$ cat src/rtl/ola_trigger_delay_control.sv
// Trigger sequencer: counts stage matches after arm, then either fires at once or
// loads an external countdown with the latched delay and fires when it expires.
module ola_trigger_delay_control #(
    parameter int width       = 32,
    parameter int match_width = 16
) (
    input  logic                   clock,
    input  logic                   reset,
    input  logic                   in_valid,
    input  logic                   in_arm,
    input  logic                   in_disarm,
    input  logic                   in_match,
    input  logic [width-1:0]       cfg_delay,
    input  logic [match_width-1:0] cfg_matches,
    output logic                   cd_valid,
    output logic                   cd_run,
    output logic                   cd_setup,
    output logic [width-1:0]       cd_value,
    input  logic                   cd_expired,
    output logic                   out_trigger,
    output logic [1:0]             out_state,
    output logic [match_width-1:0] out_match_count
);

    typedef enum logic [1:0] {
        IDLE  = 2'd0,
        ARMED = 2'd1,
        COUNT = 2'd2,
        FIRED = 2'd3
    } state_e;

    state_e                 state_q, state_d;
    logic [width-1:0]       dly_q, dly_d;
    logic [match_width-1:0] tgt_q, tgt_d;
    logic [match_width-1:0] cnt_q, cnt_d;
    logic                   trig_q, trig_d;
    logic [match_width:0]   cnt_inc;
    logic                   final_match;

    // One extra bit so a saturated counter still compares as having reached any target.
    assign cnt_inc     = {1'b0, cnt_q} + (match_width + 1)'(1);
    assign final_match = (state_q == ARMED) && in_valid && in_match &&
                         (cnt_inc >= {1'b0, tgt_q});

    always_comb begin
        // NOTE: every combinational output gets a default first so no path infers a latch.
        state_d  = state_q;
        dly_d    = dly_q;
        tgt_d    = tgt_q;
        cnt_d    = cnt_q;
        trig_d   = 1'b0;
        cd_run   = 1'b0;
        cd_setup = 1'b0;

        if (in_disarm) begin
            state_d = IDLE;
        end else if (in_arm) begin
            state_d = ARMED;
            dly_d   = cfg_delay;
            tgt_d   = (cfg_matches == '0) ? match_width'(1) : cfg_matches;
            cnt_d   = '0;
        end else begin
            unique case (state_q)
                ARMED: begin
                    if (in_valid && in_match && (cnt_q != '1))
                        cnt_d = cnt_q + match_width'(1);
                    if (final_match) begin
                        if (dly_q != '0) begin
                            cd_run   = 1'b1;
                            cd_setup = 1'b1;
                            state_d  = COUNT;
                        end else begin
                            // A zero delay never reaches the countdown.
                            trig_d  = 1'b1;
                            state_d = FIRED;
                        end
                    end
                end
                COUNT: begin
                    cd_run = 1'b1;
                    if (cd_expired) begin
                        trig_d  = 1'b1;
                        state_d = FIRED;
                    end
                end
                default: ;
            endcase
        end
    end

    // NOTE: sequential state uses non-blocking assignments so every flop samples pre-edge values.
    always_ff @(posedge clock or posedge reset) begin
        if (reset) begin
            state_q <= IDLE;
            dly_q   <= '0;
            tgt_q   <= match_width'(1);
            cnt_q   <= '0;
            trig_q  <= 1'b0;
        end else begin
            state_q <= state_d;
            dly_q   <= dly_d;
            tgt_q   <= tgt_d;
            cnt_q   <= cnt_d;
            trig_q  <= trig_d;
        end
    end

    assign cd_valid        = in_valid;
    assign cd_value        = dly_q;
    assign out_trigger     = trig_q;
    assign out_state       = state_q;
    assign out_match_count = cnt_q;

endmodule

$ cat config.mk
export PLATFORM = sky130hd
export DESIGN_NAME = ola_trigger_delay_control
export DESIGN_NICKNAME = d
export VERILOG_FILES = /design/src/rtl/ola_trigger_delay_control.sv
export SDC_FILE = /design/constraint.sdc
export NUM_CORES = 1
export LEC_CHECK = 0
export CAP_MARGIN = 20
export CELL_PAD_IN_SITES_DETAIL_PLACEMENT = 0
export CELL_PAD_IN_SITES_GLOBAL_PLACEMENT = 2
export CORE_ASPECT_RATIO = 1.2
export CORE_MARGIN = 3
export CORE_UTILIZATION = 28
export DETAILED_ROUTE_END_ITERATION = 8
export GPL_TIMING_DRIVEN = 0
export PLACE_DENSITY_LB_ADDON = 0.2
export SLEW_MARGIN = 5
export SYNTH_ARGS = -nofsm -noshare
export SYNTH_HDL_FRONTEND = slang
export SYNTH_SLANG_ARGS = --single-unit
$ cat constraint.sdc
create_clock -name clock -period 4.6 [get_ports clock]
set_clock_uncertainty 0.1 [all_clocks]
set_input_delay 1.38 -clock clock [delete_from_list [all_inputs] [get_ports clock]]
set_output_delay 1.38 -clock clock [all_outputs]
set_load 0.005 [all_outputs]
==> impl_metrics.py <==
metrics = {
    "layout": {
        "area.growth.synth_to_final_pct": 54.3,
        "regArea_um2": 1690,
        "layout_common_cells": "clkdlybuf4s50_1, dfrtp_1, nand2_1, mux2_2, o21ai_0",
        "antennaDiodeCount": 0,
        "nFillCells": 1146,
        "nNetsFinal": 537,
        "multi_input_area_um2": 1730,
        "final_common_cell": "clkdlybuf4s50_1",
        "finalInstanceArea_um2": 5290,
        "drive_gt1_frac": 0.226,
    },
    "synthesis": {
        "synth_top_family_by_area": "simple AND/OR/NAND/NOR gates",
        "synthAdderAreaFrac": 0.0693,
        "synth_mux_area_frac": 0.105,
        "synth.yosys.seq_area_share": 0.489,
        "syn-mean-instance-area_um2": 10.5,
        "synth_xor_area_frac": 0.0358,
        "synth-compound-area-share": 0.108,
        "synth-warning-count": 0,
        "synthArstFlopShare": 1.00,
        "synthCells": 327,
        "synth_edf_count": 0,
        "synth.distinct_cells": 40,
        "netlist_area_um2": 3430,
        "ys.flop_type": "dfrtp_1",
        "syn-num-nets": 401,
        "yosys.area_share.simple": 0.151,
        "synth_seq_cells": 67,
    },
    "timing": {
        "fin_ws_ns": 0.143,
        "finalSetupTns_ns": 0,
        "fmax_mhz": 224,
        "slew-limit-headroom": 0.537,
        "min_period_ns": 4.46,
        "tightest_slew_ns": 0.692,
        "period_share": 0.969,
        "slew_violations": 0,
        "finalHoldViolCount": 0,
        "setup_viol_count_final": 0,
        "whs_ns": 0.421,
    },
    "grt": {
        "first_global_vias": 3071,
        "grt_pass1_wl_mm": 15.5,
        "gr-total-overflow": 0,
        "antenna_found_initial": 0,
        "grt.total_usage": 0.145,
        "grt_max_degree": 53,
    },
    "detailed_routing": {
        "antenna_left": 0,
        "wirelength_mm": 9.42,
        "first_iter_violations": 75,
        "wl_per_cell_um": 15.1,
        "first_pass_iters": 4,
        "vias": 2853,
        "via_per_inst": 4.56,
        "drc": 0,
    },
    "setup_path": {
        "crit_fanout": 5,
        "crit_arrival_ns": 2.98,
        "critPathCaptureType": "primary output",
        "crit_type": "reg2out",
        "setup.worst_path.start_class": "register",
        "cp.required_ns": 3.12,
    },
    "run": {
        "maxCapViolCount": 0,
    },
    "power": {
        "p_per_area_nw_per_um2": 330,
        "p_leak_nw": 2.30,
        "peakVddDrop_mv": 0.189,
        "finalPower_mw": 1.75,
    },
    "clocking": {
        "cts_buffers": 9,
        "ctsRootBufferMaster": "clkbuf_16",
        "cts_tree": "built",
        "cts_htree_levels": 3,
        "cts.sinks": 67,
        "clk_path_buf_depth": 2,
        "clk_pin_slew_ns": 0.06,
        "hold_buffers": 0,
        "clk_latency_ns": 0.33,
    },
    "placed_design": {
        "post-dp-hpwl_mm": 7.07,
        "pre_cts_slack_ns": -0.399,
        "place.gp.congestion": 0.754,
        "portBuffers": 108,
        "placed_cell_area_um2": 4740,
    },
    "floorplanning": {
        "fp-row-count": 43,
        "die_h_um": 127,
        "core-area_um2": 11800,
        "die_w_um": 107,
        "die-area_um2": 13600,
        "io_pins": 109,
        "start_util": 0.291,
    },
    "min_path": {
        "hold_class": "reg2reg",
    },
    "run_status": {
        "status": "finished, final reports clean",
    },
}
==> per-layer routing <==
layer	up-vias	track usage	share of wire
met3	9	0.0541	0.086
met1	1352	0.174	0.42
li1	1411	-	-
met2	81	0.238	0.48
met5	-	0	0
met4	0	0.0542	0.015
==> synth_stat cells, types with 6 or more instances <==
master / n / share of area
and3_1: 6 / 0.011
nand2b_1: 11 / 0.020
o21ai_0: 27 / 0.039
nand2_1: 47 / 0.051
inv_1: 26 / 0.028
dfrtp_1: 66 / 0.48
nor4_1: 12 / 0.022
mux2_2: 32 / 0.11
ha_1: 19 / 0.069
a21oi_1: 10 / 0.015
xor2_1: 9 / 0.023
nor2_1: 10 / 0.011
==> state kept, by name, summed over array words and instances (netlist names) <==
register	cells
cd_value	32
out_match_count	16
out_state	2
out_trigger	1
tgt_q	16
==> area by class of cell <==
type | instances | area share
inverter | 26 | 0.0189
tap | 157 | 0.0371
clock inverter | 5 | 0.0147
timing repair buffer | 125 | 0.230
sequential | 67 | 0.318
multi-input combinational | 225 | 0.326
clock buffer | 11 | 0.0459
buffer | 9 | 0.00875
==> worst paths after layout <==
kind / endpoint / startpoint / slack, ns / cells after the start
worst max-delay path: cd_run / out_match_count[0]$_DFFE_PP0P_ / 0.14 / 13
worst min-delay path: tgt_q[0]$_DFFE_PP1P_ / tgt_q[0]$_DFFE_PP1P_ / 0.42 / 2
worst max register to register: out_state[0]$_DFFE_PP0P_ / out_match_count[0]$_DFFE_PP0P_ / 1.50 / 13
worst min register to register: tgt_q[0]$_DFFE_PP1P_ / tgt_q[0]$_DFFE_PP1P_ / 0.42 / 2
max in group asynchronous: out_match_count[7]$_DFFE_PP0P_ / reset / 2.62 / 3
min in group asynchronous: cd_value[4]$_DFFE_PP0P_ / reset / 1.24 / 2
==> stage by stage <==
step           instances  utilization
3_3_place_gp         592        0.399
4_1_cts              624        0.444
6_report             625        0.449
5_1_grt              625        0.449
2_1_floorplan        327            -
3_5_place_dp         593        0.402
==> power breakdown <==
group | switching (mW) | total (mW) | internal, mW
sequential | 0.0413 | 0.695 | 0.653
combinational | 0.120 | 0.308 | 0.188
clock | 0.256 | 0.743 | 0.487
total | 0.417 | 1.75 | 1.33
==> worst max-delay path, cell delays in order (launching register included) <==
cell and delay [ns]:
dfrtp_2 0.43, ha_4 0.19, and4_4 0.25, nand4_4 0.13
nor2_1 0.15, xor2_1 0.27, ha_1 0.30, nand2_1 0.14
nor3_4 0.06, a2bb2oi_2 0.17, a31oi_4 0.12, o22ai_4 0.22
a21oi_2 0.08, buf_2 0.13
==> timing repair <==
| action | in CTS | in global routing |
|---|---|---|
| cloned | 0 | 0 |
| buffers inserted | 15 | 1 |
| gates resized for setup | 25 | 15 |
| pin swaps | 8 | 9 |
| endpoints found under the setup margin | 2 | 2 |
==> cells by family (layout without fill, tap and decap cells) <==
| group | after synthesis | after routing |
|---|---|---|
| flip-flops | 67 | 67 |
| adder cells (fa/ha/maj) | 19 | 19 |
| multiplexers | 32 | 32 |
| XOR/XNOR | 14 | 14 |
| AO/OA/AOI/OAI | 56 | 56 |
| AND/OR/NAND/NOR | 104 | 104 |
| buffers and inverters | 35 | 176 |
(Power assumes the default switching activity.)
==> edit (config.mk and constraints unchanged) <==
`width`: 32 -> 36.
--- a/src/rtl/ola_trigger_delay_control.sv
+++ b/src/rtl/ola_trigger_delay_control.sv
@@ -2,5 +2,5 @@
 // loads an external countdown with the latched delay and fires when it expires.
 module ola_trigger_delay_control #(
-    parameter int width       = 32,
+    parameter int width       = 36,
     parameter int match_width = 16
 ) (
Interface: changed (resized cd_value and cfg_delay); port bits go from 109 to 117. The function was not compared with the original's and may differ.
==> edit against the original RTL <==
Area after synthesis rose by 5.3%; final area rose by 6.4%; fmax fell by 3.0%; total power rose by 6.8%; routed wire length rose by 13%; count of clock-buffer cells in the layout did not move; utilization rose by 0.76 points; clock power rose by 7.1%; sequential cell count rose by 4; hold slack improved by 0.0080 ns; setup slack got worse by 0.14 ns; critical path type unchanged; largest cell class is now registers; largest power group unchanged.
==> edit: results (changes against the original RTL) <==
Timing
  • WHS: 0.429 ns (+0.00803 ns)
  • Max_slew headroom: 54.4% (+0.63 points)
  • Final WS setup: 0.00516 ns (-0.138 ns)

Routing
  • DR vias/cell: 4.81 (+5.4%)
  • Routed WL per cell: 16.3 um (+8.4%)
  • Drt first-iter violations: 94 (+25%)

Global route
  • Largest net degree at the start of global routing: 43 (-19%)
  • Gr usage total: 15.5% (+1.0 points)
  • Vias in the first global route: 3285 (+7.0%)
  • Initial antenna violation count: 0 (unchanged)
  • First-pass GRT wire length: 16900 um (+9.0%)

Placement
  • Placed wire-length estimate: 8090 um (+14%)
  • Final GP Congestion: 0.691 (-8.4%)
  • Port Buffers: 115 (+6.5%)
  • Inst Count DP: 610 (+2.9%)
  • Pre-CTS setup slack: -0.560 ns (-0.160 ns)
  • Placed Area: 4990 sq um (+5.4%)

Power and ir drop
  • Leakage: 2.41 nW (+4.6%)
  • Worst vdd ir: 142 uV (-25%)

Setup path
  • CP delay by family, top: simple AND/OR/NAND/NOR gates
  • Max stage delay on crit path: 0.51 ns (+0.08 ns)
  • CP arrival: 3.11 ns (+0.13 ns)
  • R2R depth: 18 (+5)
  • Crit path from: out_match_count[7]$_DFFE_PP0P_
  • Worst r2r dst: out_state[0]$_DFFE_PP0P_
  • Slowest library cell on the worst path: or4_4
  • End of the critical path: cd_setup
  • CP Capture Type: primary output
  • CP max FO: 6 (+1)
  • Slack of the worst reg-to-reg path: 0.94 ns (-0.56 ns)

Logic synthesis
  • FFs w/ async S/R, synth: 100% (unchanged)
  • Commonest cells in the netlist: dfrtp_1 (70), mux2_2 (36), nand2_1 (29)
  • Synth Area in XOR/XNOR: 3.15% (-0.42 points)
  • Adder-cell share of the synthesized area: 6.58% (-0.35 points)
  • Most used DFF post-synth: dfrtp_1
  • Register area share after synthesis: 49.2% (+0.31 points)
  • Synth Area in Compound Gates: 12.6% (+1.8 points)
  • Netlist cell types: 43 (+7.5%)
  • Post-Syn Nets: 411 (+2.5%)
  • Synthesized area per cell: 10.8 sq um (+3.4%)
  • Multiplexer area fraction after synthesis: 11.2% (+0.72 points)
  • Top cells by area, synth: dfrtp_1 (49%), mux2_2 (11%), ha_1 (6.6%)

Clock network
  • Clock Tree Buf Depth: 2 (unchanged)
  • Htree depth: 3 (unchanged)
  • Clock transition at the registers of the reported paths: 0.06 ns (about the same)
  • CTS Root Cell: clkbuf_16

Layout
  • Max reg flops: 36 (+13%)
  • Nets@finish: 564 (+5.0%)
  • Layout cells sized above 1: 23.6% (+0.98 points)
  • # fillers: 1208 (+5.4%)
  • Post-Layout Cell Count: 652 (+4.3%)
  • N_diodes: 0 (unchanged)

Hold path
  • Worst hold endpoint: tgt_q[0]$_DFFE_PP1P_
  • Hold Path Class: reg2reg
  • Hold Crit Depth: 2 (unchanged)
  • Min-delay src: tgt_q[0]$_DFFE_PP1P_

Outcome
  • Run status: finished clean
==> edit: routing by layer <==
metal | up-vias | global-route usage [%] | share of wire, %
met1 | 1522 | 18.2 | 40
met5 | - | 0 | 0
met4 | 0 | 6.38 | 1.8
met3 | 13 | 5.36 | 7.9
met2 | 89 | 26.0 | 50
li1 | 1513 | - | -
==> edit: cell type report <==
type | count | area, sq um | share of cell area, %
Sequential cell | 71 | 1790 | 31.7
Multi-Input combinational cell | 226 | 1780 | 31.5
Timing Repair Buffer | 144 | 1380 | 24.5
Clock buffer | 11 | 233 | 4.13
Tap cell | 161 | 201 | 3.58
Clock inverter | 5 | 106 | 1.89
Inverter | 21 | 81.3 | 1.44
Buffer | 13 | 71.3 | 1.27
==> edit: where the power goes <==
group | internal [W] | switching (W)
combinational | 0.000201 | 0.000127
clock | 0.000531 | 0.000266
sequential | 0.000694 | 0.0000462
==> edit: timing repair <==
item,in CTS,in global routing
resized for setup,27,8
pin swaps,12,16
buffers inserted,19,9
setup endpoints to repair,2,2
gates cloned,0,0
